**config.mk**
```make
export PLATFORM = sky130hd
export DESIGN_NAME = fsb_ram_sched_flat
export DESIGN_NICKNAME = d
export VERILOG_FILES = /design/src/rtl/fsb_ram_sched_if.sv /design/src/rtl/fsb_ram_sched.sv /design/src/flat_wrapper.sv
export SDC_FILE = /design/constraint.sdc
export NUM_CORES = 1
export LEC_CHECK = 0
export CAP_MARGIN = 20
export CORE_MARGIN = 3
export CORE_UTILIZATION = 57
export DETAILED_ROUTE_END_ITERATION = 10
export PLACE_DENSITY = 0.83
export SLEW_MARGIN = 20
export SYNTH_ARGS = -nofsm -noshare
export SYNTH_HDL_FRONTEND = slang
export SYNTH_SLANG_ARGS = --single-unit
```
**constraint.sdc**
```tcl
create_clock -name FCLK -period 3.38 [get_ports FCLK]
set_input_delay 0.845 -clock FCLK [delete_from_list [all_inputs] [get_ports FCLK]]
set_output_delay 0.845 -clock FCLK [all_outputs]
set_load 0.03 [all_outputs]
```
**src/rtl/fsb_ram_sched_if.sv**
```systemverilog
// Bus-side signal bundle for the RAM scheduler: CPU cycle status and decode
// from the FSB/address decoder, fetch strobes, and the scheduler's outputs.
interface fsb_ram_sched_if;
    logic       CACT;
    logic       AINACT;
    logic       RAMCS;
    logic       ROMCS;
    logic       IOCS;
    logic       VidReq;
    logic       SndReq;
    logic       Ready;
    logic       IACS;
    logic [1:0] Owner;
    logic       nRAS;
    logic       nCAS;
    logic       VidAck;
    logic       SndAck;
    logic       VidOvr;

    modport master (
        output CACT, AINACT, RAMCS, ROMCS, IOCS, VidReq, SndReq,
        input  Ready, IACS, Owner, nRAS, nCAS, VidAck, SndAck, VidOvr
    );

    modport slave (
        input  CACT, AINACT, RAMCS, ROMCS, IOCS, VidReq, SndReq,
        output Ready, IACS, Owner, nRAS, nCAS, VidAck, SndAck, VidOvr
    );
endinterface

```
**src/rtl/fsb_ram_sched.sv**
```systemverilog
// Shared-RAM scheduler: arbitrates RAM slots between CPU, video and sound
// fetches, and generates ROM/I-O wait states and the Ready/IACS pair for
// the FSB DTACK/VPA logic. The ROM/I-O wait path runs beside the RAM slot
// machine so a CPU ROM or I-O cycle never waits for a video/sound slot.
module fsb_ram_sched #(
    parameter int RAM_CYC     = 3,
    parameter int ROM_WS      = 2,
    parameter int IO_WS       = 4,
    parameter int CPU_MAXWAIT = 6
) (
    input  logic           FCLK,
    input  logic           nRES,
    fsb_ram_sched_if.slave bus
);
    typedef enum logic { S_IDLE, S_SLOT } slot_st_e;
    typedef enum logic { W_IDLE, W_CNT  } wait_st_e;

    localparam logic [3:0] SLOT_LD  = 4'(RAM_CYC - 1);
    localparam logic [3:0] ROM_LD   = 4'(ROM_WS);
    localparam logic [3:0] IO_LD    = 4'(IO_WS);
    localparam logic [3:0] MAXW     = 4'(CPU_MAXWAIT);
    localparam logic [1:0] OWN_NONE = 2'd0;
    localparam logic [1:0] OWN_CPU  = 2'd1;
    localparam logic [1:0] OWN_VID  = 2'd2;
    localparam logic [1:0] OWN_SND  = 2'd3;

    slot_st_e   st_q, st_d;
    wait_st_e   ws_q, ws_d;
    logic [3:0] slot_cnt_q, slot_cnt_d;
    logic [3:0] wait_cnt_q, wait_cnt_d;
    logic [3:0] cpu_wait_q, cpu_wait_d;
    logic [1:0] owner_q, owner_d;
    logic       nras_q, nras_d, ncas_q, ncas_d;
    logic       vid_ack_q, vid_ack_d, snd_ack_q, snd_ack_d;
    logic       vid_pend_q, vid_pend_d, snd_pend_q, snd_pend_d;
    logic       vid_ovr_q, vid_ovr_d;
    logic       cpu_done_q, cpu_done_d;
    logic       ready_q, ready_d, iacs_q, iacs_d;

    logic cpu_pend, wc_start, cpu_grant;
    logic slot_rdy, wc_rdy, iacs_load, vid_clr, snd_clr;

    // A CPU RAM cycle needs a slot until Ready is given for it; a ROM/I-O
    // cycle starts the wait path unless RAM is also selected (RAM wins).
    assign cpu_pend = bus.CACT & bus.RAMCS & ~ready_q & ~cpu_done_q;
    assign wc_start = bus.CACT & (bus.ROMCS | bus.IOCS) & ~bus.RAMCS
                    & ~ready_q & ~cpu_done_q;

    // RAM slot machine: arbitration in IDLE, strobe sequencing in SLOT.
    always_comb begin
        st_d       = st_q;
        slot_cnt_d = slot_cnt_q;
        owner_d    = owner_q;
        nras_d     = nras_q;
        ncas_d     = ncas_q;
        vid_ack_d  = 1'b0;
        snd_ack_d  = 1'b0;
        vid_clr    = 1'b0;
        snd_clr    = 1'b0;
        slot_rdy   = 1'b0;
        cpu_grant  = 1'b0;
        case (st_q)
            S_IDLE: begin
                if (cpu_pend && (cpu_wait_q >= MAXW)) owner_d = OWN_CPU;
                else if (vid_pend_q)                  owner_d = OWN_VID;
                else if (snd_pend_q)                  owner_d = OWN_SND;
                else if (cpu_pend)                    owner_d = OWN_CPU;
                else                                  owner_d = OWN_NONE;
                if (owner_d != OWN_NONE) begin
                    st_d       = S_SLOT;
                    slot_cnt_d = SLOT_LD;
                    nras_d     = 1'b0;
                    ncas_d     = 1'b1;
                end
                cpu_grant = (owner_d == OWN_CPU);
            end
            S_SLOT: begin
                if (slot_cnt_q == 4'd0) begin
                    st_d    = S_IDLE;
                    nras_d  = 1'b1;
                    ncas_d  = 1'b1;
                    owner_d = OWN_NONE;
                    case (owner_q)
                        OWN_CPU: slot_rdy = 1'b1;
                        OWN_VID: begin vid_ack_d = 1'b1; vid_clr = 1'b1; end
                        OWN_SND: begin snd_ack_d = 1'b1; snd_clr = 1'b1; end
                        default: ;
                    endcase
                end else begin
                    slot_cnt_d = slot_cnt_q - 4'd1;
                    ncas_d     = 1'b0;
                end
            end
            default: st_d = S_IDLE;
        endcase
    end

    // ROM/I-O wait-state path; a zero load gives Ready on the load edge.
    always_comb begin
        ws_d       = ws_q;
        wait_cnt_d = wait_cnt_q;
        wc_rdy     = 1'b0;
        iacs_load  = 1'b0;
        case (ws_q)
            W_IDLE: begin
                if (wc_start) begin
                    iacs_load  = 1'b1;
                    wait_cnt_d = bus.ROMCS ? ROM_LD : IO_LD;
                    if (wait_cnt_d == 4'd0) wc_rdy = 1'b1;
                    else                    ws_d   = W_CNT;
                end
            end
            W_CNT: begin
                if (wait_cnt_q <= 4'd1) begin
                    wc_rdy = 1'b1;
                    ws_d   = W_IDLE;
                end else begin
                    wait_cnt_d = wait_cnt_q - 4'd1;
                end
            end
            default: ws_d = W_IDLE;
        endcase
    end

    // Ready/IACS/pend flags; AINACT ends the CPU cycle and overrides any
    // Ready that would have been raised on the same edge.
    always_comb begin
        ready_d    = bus.AINACT ? 1'b0 : (ready_q | slot_rdy | wc_rdy);
        cpu_done_d = bus.AINACT ? 1'b0 : (cpu_done_q | slot_rdy | wc_rdy);
        iacs_d     = bus.AINACT ? 1'b0 : (iacs_load ? bus.IOCS : iacs_q);
        vid_pend_d = (vid_pend_q & ~vid_clr) | bus.VidReq;
        vid_ovr_d  = vid_ovr_q | (bus.VidReq & vid_pend_q & ~vid_clr);
        snd_pend_d = (snd_pend_q & ~snd_clr) | bus.SndReq;
        cpu_wait_d = cpu_wait_q;
        if (cpu_grant || !cpu_pend)
            cpu_wait_d = 4'd0;
        else if (owner_q != OWN_CPU && cpu_wait_q != 4'hF)
            cpu_wait_d = cpu_wait_q + 4'd1;
    end

    // State registers; reset aborts a slot and releases the strobes at once.
    always_ff @(posedge FCLK or negedge nRES) begin
        if (!nRES) begin
            st_q       <= S_IDLE;
            ws_q       <= W_IDLE;
            slot_cnt_q <= 4'd0;
            wait_cnt_q <= 4'd0;
            cpu_wait_q <= 4'd0;
            owner_q    <= OWN_NONE;
            nras_q     <= 1'b1;
            ncas_q     <= 1'b1;
            vid_ack_q  <= 1'b0;
            snd_ack_q  <= 1'b0;
            vid_pend_q <= 1'b0;
            snd_pend_q <= 1'b0;
            vid_ovr_q  <= 1'b0;
            cpu_done_q <= 1'b0;
            ready_q    <= 1'b0;
            iacs_q     <= 1'b0;
        end else begin
            st_q       <= st_d;
            ws_q       <= ws_d;
            slot_cnt_q <= slot_cnt_d;
            wait_cnt_q <= wait_cnt_d;
            cpu_wait_q <= cpu_wait_d;
            owner_q    <= owner_d;
            nras_q     <= nras_d;
            ncas_q     <= ncas_d;
            vid_ack_q  <= vid_ack_d;
            snd_ack_q  <= snd_ack_d;
            vid_pend_q <= vid_pend_d;
            snd_pend_q <= snd_pend_d;
            vid_ovr_q  <= vid_ovr_d;
            cpu_done_q <= cpu_done_d;
            ready_q    <= ready_d;
            iacs_q     <= iacs_d;
        end
    end

    // Slot length only makes sense for 2..7 cycles.
    always @(posedge FCLK) begin
        assert (RAM_CYC >= 2 && RAM_CYC <= 7)
            else $error("fsb_ram_sched: RAM_CYC=%0d unsupported", RAM_CYC);
    end

    assign bus.Ready  = ready_q;
    assign bus.IACS   = iacs_q;
    assign bus.Owner  = owner_q;
    assign bus.nRAS   = nras_q;
    assign bus.nCAS   = ncas_q;
    assign bus.VidAck = vid_ack_q;
    assign bus.SndAck = snd_ack_q;
    assign bus.VidOvr = vid_ovr_q;
endmodule

```
**src/flat_wrapper.sv**
```systemverilog
// flat-port wrapper written by rule: the top's interface ports become plain ports
module fsb_ram_sched_flat 
#(
    parameter int RAM_CYC     = 3,
    parameter int ROM_WS      = 2,
    parameter int IO_WS       = 4,
    parameter int CPU_MAXWAIT = 6
)
  (FCLK, nRES, bus_CACT, bus_AINACT, bus_RAMCS, bus_ROMCS, bus_IOCS, bus_VidReq, bus_SndReq, bus_Ready, bus_IACS, bus_Owner, bus_nRAS, bus_nCAS, bus_VidAck, bus_SndAck, bus_VidOvr);
  fsb_ram_sched_if bus_i ();
  input  logic FCLK;
  input  logic nRES;
  input wire logic [$bits(bus_i.CACT)-1:0] bus_CACT;
  input wire logic [$bits(bus_i.AINACT)-1:0] bus_AINACT;
  input wire logic [$bits(bus_i.RAMCS)-1:0] bus_RAMCS;
  input wire logic [$bits(bus_i.ROMCS)-1:0] bus_ROMCS;
  input wire logic [$bits(bus_i.IOCS)-1:0] bus_IOCS;
  input wire logic [$bits(bus_i.VidReq)-1:0] bus_VidReq;
  input wire logic [$bits(bus_i.SndReq)-1:0] bus_SndReq;
  output wire logic [$bits(bus_i.Ready)-1:0] bus_Ready;
  output wire logic [$bits(bus_i.IACS)-1:0] bus_IACS;
  output wire logic [$bits(bus_i.Owner)-1:0] bus_Owner;
  output wire logic [$bits(bus_i.nRAS)-1:0] bus_nRAS;
  output wire logic [$bits(bus_i.nCAS)-1:0] bus_nCAS;
  output wire logic [$bits(bus_i.VidAck)-1:0] bus_VidAck;
  output wire logic [$bits(bus_i.SndAck)-1:0] bus_SndAck;
  output wire logic [$bits(bus_i.VidOvr)-1:0] bus_VidOvr;
  assign bus_i.CACT = bus_CACT;
  assign bus_i.AINACT = bus_AINACT;
  assign bus_i.RAMCS = bus_RAMCS;
  assign bus_i.ROMCS = bus_ROMCS;
  assign bus_i.IOCS = bus_IOCS;
  assign bus_i.VidReq = bus_VidReq;
  assign bus_i.SndReq = bus_SndReq;
  assign bus_Ready = bus_i.Ready;
  assign bus_IACS = bus_i.IACS;
  assign bus_Owner = bus_i.Owner;
  assign bus_nRAS = bus_i.nRAS;
  assign bus_nCAS = bus_i.nCAS;
  assign bus_VidAck = bus_i.VidAck;
  assign bus_SndAck = bus_i.SndAck;
  assign bus_VidOvr = bus_i.VidOvr;
  fsb_ram_sched #(.RAM_CYC(RAM_CYC), .ROM_WS(ROM_WS), .IO_WS(IO_WS), .CPU_MAXWAIT(CPU_MAXWAIT)) u_core (.FCLK(FCLK), .nRES(nRES), .bus(bus_i));
endmodule
```
==> flow_summary.yaml, run 1 <==
run_status:
  status: "finished clean"
critical_path:
  setup.worst_path.start_class: "register"
  critical_path_class: "register to output port"
  crit_required_ns: 2.53
  critPathMaxFanout: 2
  crit_slowest_cell: "clkdlybuf4s50_1"
  critical_path.cell_chain: "clkdlybuf4s50_1"
  timing.rr.start: "u_core.wait_cnt_q[0]$_DFFE_PN0P_"
  endpoint_kind: "output port"
  r2r_end: "u_core.wait_cnt_q[1]$_DFFE_PN0P_"
  slowest_delay_ns: 0.67
  worst-endpoint-arrival_ns: 1.54
  worst_reg_to_reg_path_cell_count: 6
  worstSetupStartpoint: "u_core.bus.nCAS$_DFFE_PN1P_"
  r2r_slack_ns: 1.76
  critPathTopFamily: "buffers and inverters"
  number_of_buffers_and_inverters_on_the_critical_path: 1
timing:
  clock_skew_ns: 0.00191
  fin_crit_ns: 2.38
  setup-tns-final_ns: 0
  report.final.setup_viol: 0
  fin_crit_sh_pct: 70.5
  finalHoldWorstSlack_ns: 0.490
  maxSlewViolCount: 0
  max_freq_mhz: 419
  max_slew_headroom_pct: 70.6
  report.final.hold_viol_count: 0
  rsz0062_at_grt: "false"
  tightest_slew_ns: 0.437
synthesis:
  ys_seq_elements: 26
  netlist_top_cells_area: "dfrtp_1 (46%), ha_1 (4.8%), inv_1 (4.3%)"
  postSynthAreaPerCell_um2: 9.77
  combined_area_of_all_synthesized_cells_um2: 1300
  asyncSetResetFlopFracSynth_pct: 100
  synth_edf_count: 0
  synth_ff_type: "dfrtp_1"
  synth.distinct_cells: 38
  synthCells: 133
  yosysSeqAreaShare_pct: 50.2
  yosys.area.top_type_share_pct: 46.2
  yosys_warnings: 0
  syn-num-nets: 147
  synth_area_leader_cell: "dfrtp_1"
place:
  post_detailed_placement_cell_area_um2: 1500
  buffer_ports.inserted: 17
  dp.final_hpwl_um: 1940
  gp_routability_congestion: 0.813
layout:
  antenna_cells_inserted: 0
  layout.nets: 168
  num-fill-cells: 140
  areaGrowthSynthToFinish_pct: 19.6
  stdcell_area_um2: 1560
  post_route_cells_drive_above_1_share_pct: 9.15
power:
  cellPowerDensity_nw_per_um2: 845
  peakVddDrop_v: 0.000504
  leakage_power_total_uw: 0.000695
clock_tree:
  htreeDepth: 1
  cts.path.max_buffers: 2
  clock_tree_from_tritoncts: "done"
  clk_root_buffer_cell: "clkbuf_4"
  clkLatencyLatePin_ns: 0.31
  cts_repair_resize_count: 0
  number_of_buffers_inserted_by_post_cts_setup_repair: 0
  holdBufCountCts: 0
  clkSlewWorstSetupHoldPaths_ns: 0.14
  tritoncts_num_sinks: 26
  cts_buffers: 3
global_routing:
  grt_antenna_before_repair: 0
  final_global_route_overflow_total: 0
  grtUsageTotal_pct: 21.4
  grt_pass1_wl_um: 4490
  first_global_vias: 1070
  largest_net_degree_at_the_start_of_global_routing: 27
floorplanning:
  core_um2: 2060
  chipWidth_um: 53.8
  floorplan.io_pins: 18
  die_y_um: 53.8
  floorplan.initialDensity_pct: 63.0
  fp-row-count: 16
  dieArea_um2: 2890
run:
  cap_violations: 0
routing:
  routedWlPerCell_um: 14.2
  finalWirelength_um: 2560
  drt_pre_antenna_iters: 4
  detail_route.drc_violations: 0
  avgViaCountPerCell: 5.76
  first_iter_violations: 32
  ant_nets: 0
  routed_via_count: 1037
min_path:
  hold-path-endpoint: "u_core.bus.VidOvr$_DFF_PN0_"
  whs_path_depth: 1
  hold_path_class: "register to register"
  worst_hold_launch: "u_core.bus.VidOvr$_DFF_PN0_"
[cells by family (layout without fill, tap and decap cells)]
kind of cell,count (synthesis),count (layout),synth area share (%)
adders and majority gates,5,5,4.81
muxes,5,5,3.95
AOI/OAI and AO/OA,31,31,16.0
DFF,26,26,50.2
buffers and inverters,17,37,5.00
xor gates and xnor gates,2,2,1.35
and+or+nand+nor,47,47,18.7
[metal layers]
| metal | GRT usage (%) | part of all wire (%) | wire [um] |
|---|---|---|---|
| met2 | 38.3 | 50 | 1290 |
| met1 | 25.6 | 41 | 1040 |
| met4 | 7.23 | 1.7 | 44 |
| met3 | 3.60 | 7.1 | 182 |
| met5 | 0 | 0 | 0 |
[layout make-up]
cell class / count / area [um^2] / area share [%]
Clock buffer: 3 / 22.5 / 1.45
Clock inverter: 1 / 30.0 / 1.93
Inverter: 15 / 56.3 / 3.62
Multi-Input combinational cell: 90 / 582 / 37.4
Sequential cell: 26 / 653 / 42.0
Tap cell: 27 / 33.8 / 2.17
Timing Repair Buffer: 18 / 178 / 11.4
[per-stage QoR]
step	util (%)	std cells	setup WS [ns]	power [uW]
2_1_floorplan	-	133	1.80	926
3_3_place_gp	72.9	176	1.24	1060
3_5_place_dp	72.9	176	1.16	1100
4_1_cts	75.4	180	0.994	1310
5_1_grt	75.4	180	0.955	1410
6_report	75.4	180	0.996	1310
[state kept, by name, indices dropped and copies added, names as in the netlist, 2 cells and up]
| register | cells |
|---|---|
| u_core.cpu_wait_q | 4 |
| u_core.wait_cnt_q | 4 |
| u_core.bus.Owner | 2 |
| u_core.slot_cnt_q | 4 |
[power breakdown]
group	switching [uW]	internal, uW	leakage, uW
logic	307	248	0.000350
clock network	90.7	120	0.0000279
registers	126	423	0.000317
total	523	790	0.000695
[worst max path at each step]
stage                                                  end  slack [ns]  depth (start not counted)
after floorplan           u_core.wait_cnt_q[1]$_DFFE_PN0P_        1.80                          4
after global placement    u_core.wait_cnt_q[1]$_DFFE_PN0P_        1.24                          5
after detailed placement  u_core.wait_cnt_q[1]$_DFFE_PN0P_        1.16                          5
after CTS                                         bus_nCAS        0.99                          1
after global routing                              bus_nCAS        0.95                          1
final                                             bus_nCAS         1.0                          1
[layout by cell type, fill, tap and decap left out, types with 3 or more instances in the layout]
cell type        Yosys  final
a21o_1               3      3
o21ai_0              9      9
ha_1                 5      5
nor2_1              12     12
nand3_1              4      4
nor3_1               7      7
nand2_1             13     13
clkdlybuf4s50_1      0     17
dfrtp_1             24     24
mux2i_1              4      4
inv_1               15     15
a21oi_1              6      6
clkbuf_4             0      3
[synthesized netlist by cell type, drive strengths merged, types with 2 or more instances]
| cell type | instances |
|---|---|
| a21oi | 7 |
| inv | 15 |
| nor3 | 7 |
| nor2 | 12 |
| dfstp | 2 |
| nand3 | 4 |
| and2 | 2 |
| nor3b | 2 |
| mux2i | 4 |
| dfrtp | 24 |
| nand2 | 13 |
| clkbuf | 2 |
| or3 | 2 |
| ha | 5 |
| a21o | 3 |
| o21ai | 10 |
| xnor2 | 2 |
Note: power is estimated with default switching activity, not from simulation.
==> inputs of run 2 (changes only) <==
CORE_UTILIZATION = 53   (was 57)
PLACE_DENSITY = 0.78   (was 0.83)
clock period = 2.3 ns   (was 3.38 ns; I/O delays follow)
==> run 2 against run 1 <==
Effect of this change: non-clock buffer count unchanged; via count is 4.1% lower; count of clock-buffer cells in the layout stayed put; largest cell class unchanged; largest power group unchanged.
==> flow_summary.yaml, run 2 (synthesis results as in run 1) <==
run_status:
  status: "finished clean"
place:
  buffer_ports.inserted: 17
  gp_routability_congestion: 0.797
  dp_cells: 177
  dp.final_hpwl_um: 1820
layout:
  layout_commonest_cell: "dfrtp_1"
  most-common-layout-cells: "dfrtp_1 (24), clkdlybuf4s50_1 (17), inv_1 (15)"
  layout.nets: 168
  area_of_the_multi_input_gates_um2: 582
  num-fill-cells: 178
  antenna_cells_inserted: 0
  top_regs: "u_core.cpu_wait_q x4, u_core.slot_cnt_q x4, u_core.wait_cnt_q x4"
  post_route_cells_drive_above_1_share_pct: 9.15
  layout.area.seq_um2: 653
  finish.cell_count_without_fillers: 181
  areaGrowthSynthToFinish_pct: 19.7
run:
  cap_violations: 0
global_routing:
  first_global_vias: 977
  grt_pass1_wl_um: 4400
  final_global_route_overflow_total: 0
  largest_net_degree_at_the_start_of_global_routing: 27
  grt_antenna_before_repair: 0
  grtUsageTotal_pct: 17.7
critical_path:
  crit_slowest_cell: "clkdlybuf4s50_1"
  number_of_buffers_and_inverters_on_the_critical_path: 1
  critical_path.cell_chain: "clkdlybuf4s50_1"
  worst_reg_to_reg_path_cell_count: 6
  r2r_slack_ns: 0.71
  crit_required_ns: 1.73
  critical_path_class: "register to output port"
  timing.rr.start: "u_core.slot_cnt_q[0]$_DFFE_PN0P_"
  setup.worst_path.start_class: "register"
  critPathTopFamily: "buffers and inverters"
  logic_depth_of_the_worst_path_buffers_included: 1
  r2r_end: "u_core.slot_cnt_q[0]$_DFFE_PN0P_"
  endpoint_kind: "output port"
  worst-endpoint-arrival_ns: 1.55
  slowest_delay_ns: 0.66
  critPathMaxFanout: 2
power:
  peakVddDrop_v: 0.000706
  cellPowerDensity_nw_per_um2: 1230
  leakage_power_total_uw: 0.000695
routing:
  avgViaCountPerCell: 5.50
  routedWlPerCell_um: 13.2
  ant_nets: 0
  first_iter_violations: 28
  routed_via_count: 995
  drt_pre_antenna_iters: 4
  finalWirelength_um: 2400
  detail_route.drc_violations: 0
timing:
  maxSlewViolCount: 0
  tightest_slew_ns: 0.463
  max_freq_mhz: 471
  rsz0062_at_grt: "false"
  report.final.setup_viol: 0
  finalHoldWorstSlack_ns: 0.504
  clock_skew_ns: 0.00673
  fin_crit_sh_pct: 92.3
  setup-tns-final_ns: 0
  max_slew_headroom_pct: 68.8
  report.final.hold_viol_count: 0
  fin_crit_ns: 2.12
floorplanning:
  fp-row-count: 17
  dieArea_um2: 3080
  core_um2: 2280
  floorplan.io_pins: 18
  floorplan.initialDensity_pct: 57.1
  chipWidth_um: 55.5
  die_y_um: 55.5
clock_tree:
  holdBufCountCts: 0
  cts_buffers: 3
  clkSlewWorstSetupHoldPaths_ns: 0.14
  cts_repair_resize_count: 0
  clk_root_buffer_cell: "clkbuf_4"
  clock_tree_from_tritoncts: "done"
  htreeDepth: 1
  clkLatencyLatePin_ns: 0.33
  cts.path.max_buffers: 2
  tritoncts_num_sinks: 26
  number_of_buffers_inserted_by_post_cts_setup_repair: 0
min_path:
  hold_path_class: "register to register"
  hold-path-endpoint: "u_core.bus.VidOvr$_DFF_PN0_"
  whs_path_depth: 1
  worst_hold_launch: "u_core.bus.VidOvr$_DFF_PN0_"
[run 2: stage by stage]
| stage | util [%] | setup WS, ns | instance area, um^2 | total power, uW |
|---|---|---|---|---|
| after global placement | 66.1 | 0.417 | 1500 | 1570 |
| after global routing | 68.4 | 0.126 | 1560 | 2070 |
| after floorplan | - | 0.889 | 1300 | 1360 |
| after detailed placement | 66.1 | 0.344 | 1500 | 1610 |
| final | 68.4 | 0.177 | 1560 | 1910 |
| after CTS | 68.4 | 0.160 | 1560 | 1930 |
[run 2: worst max-delay path by stage]
stage,start,endpoint,slack [ns]
4_1_cts,u_core.bus.nRAS$_DFFE_PN1P_,bus_nRAS,0.16
6_report,u_core.bus.nRAS$_DFFE_PN1P_,bus_nRAS,0.18
2_1_floorplan,u_core.slot_cnt_q[0]$_DFFE_PN0P_,u_core.bus.VidOvr$_DFF_PN0_,0.89
3_3_place_gp,bus_CACT,u_core.wait_cnt_q[1]$_DFFE_PN0P_,0.42
5_1_grt,u_core.bus.nCAS$_DFFE_PN1P_,bus_nCAS,0.13
3_5_place_dp,bus_CACT,u_core.wait_cnt_q[1]$_DFFE_PN0P_,0.34
[run 2: where the power goes]
group	internal (uW)	switching, uW
logic	362	436
clock network	176	138
registers	621	176
total	1160	750
[run 2: final cells by class]
cell class / instances / area share, %
inverters: 15 / 3.62
multi-input cells: 90 / 37.4
well taps: 28 / 2.25
repair buffers: 18 / 11.4
flip-flops and latches: 26 / 42.0
clock inverters: 1 / 1.93
clock buffers: 3 / 1.45
[run 2: layer usage]
metal  share of wire (%)  global-route usage [%]
met1                  48                    24.4
met2                  46                    25.8
met3                 4.2                    3.04
met4                 2.0                    10.8
met5                   0                       0
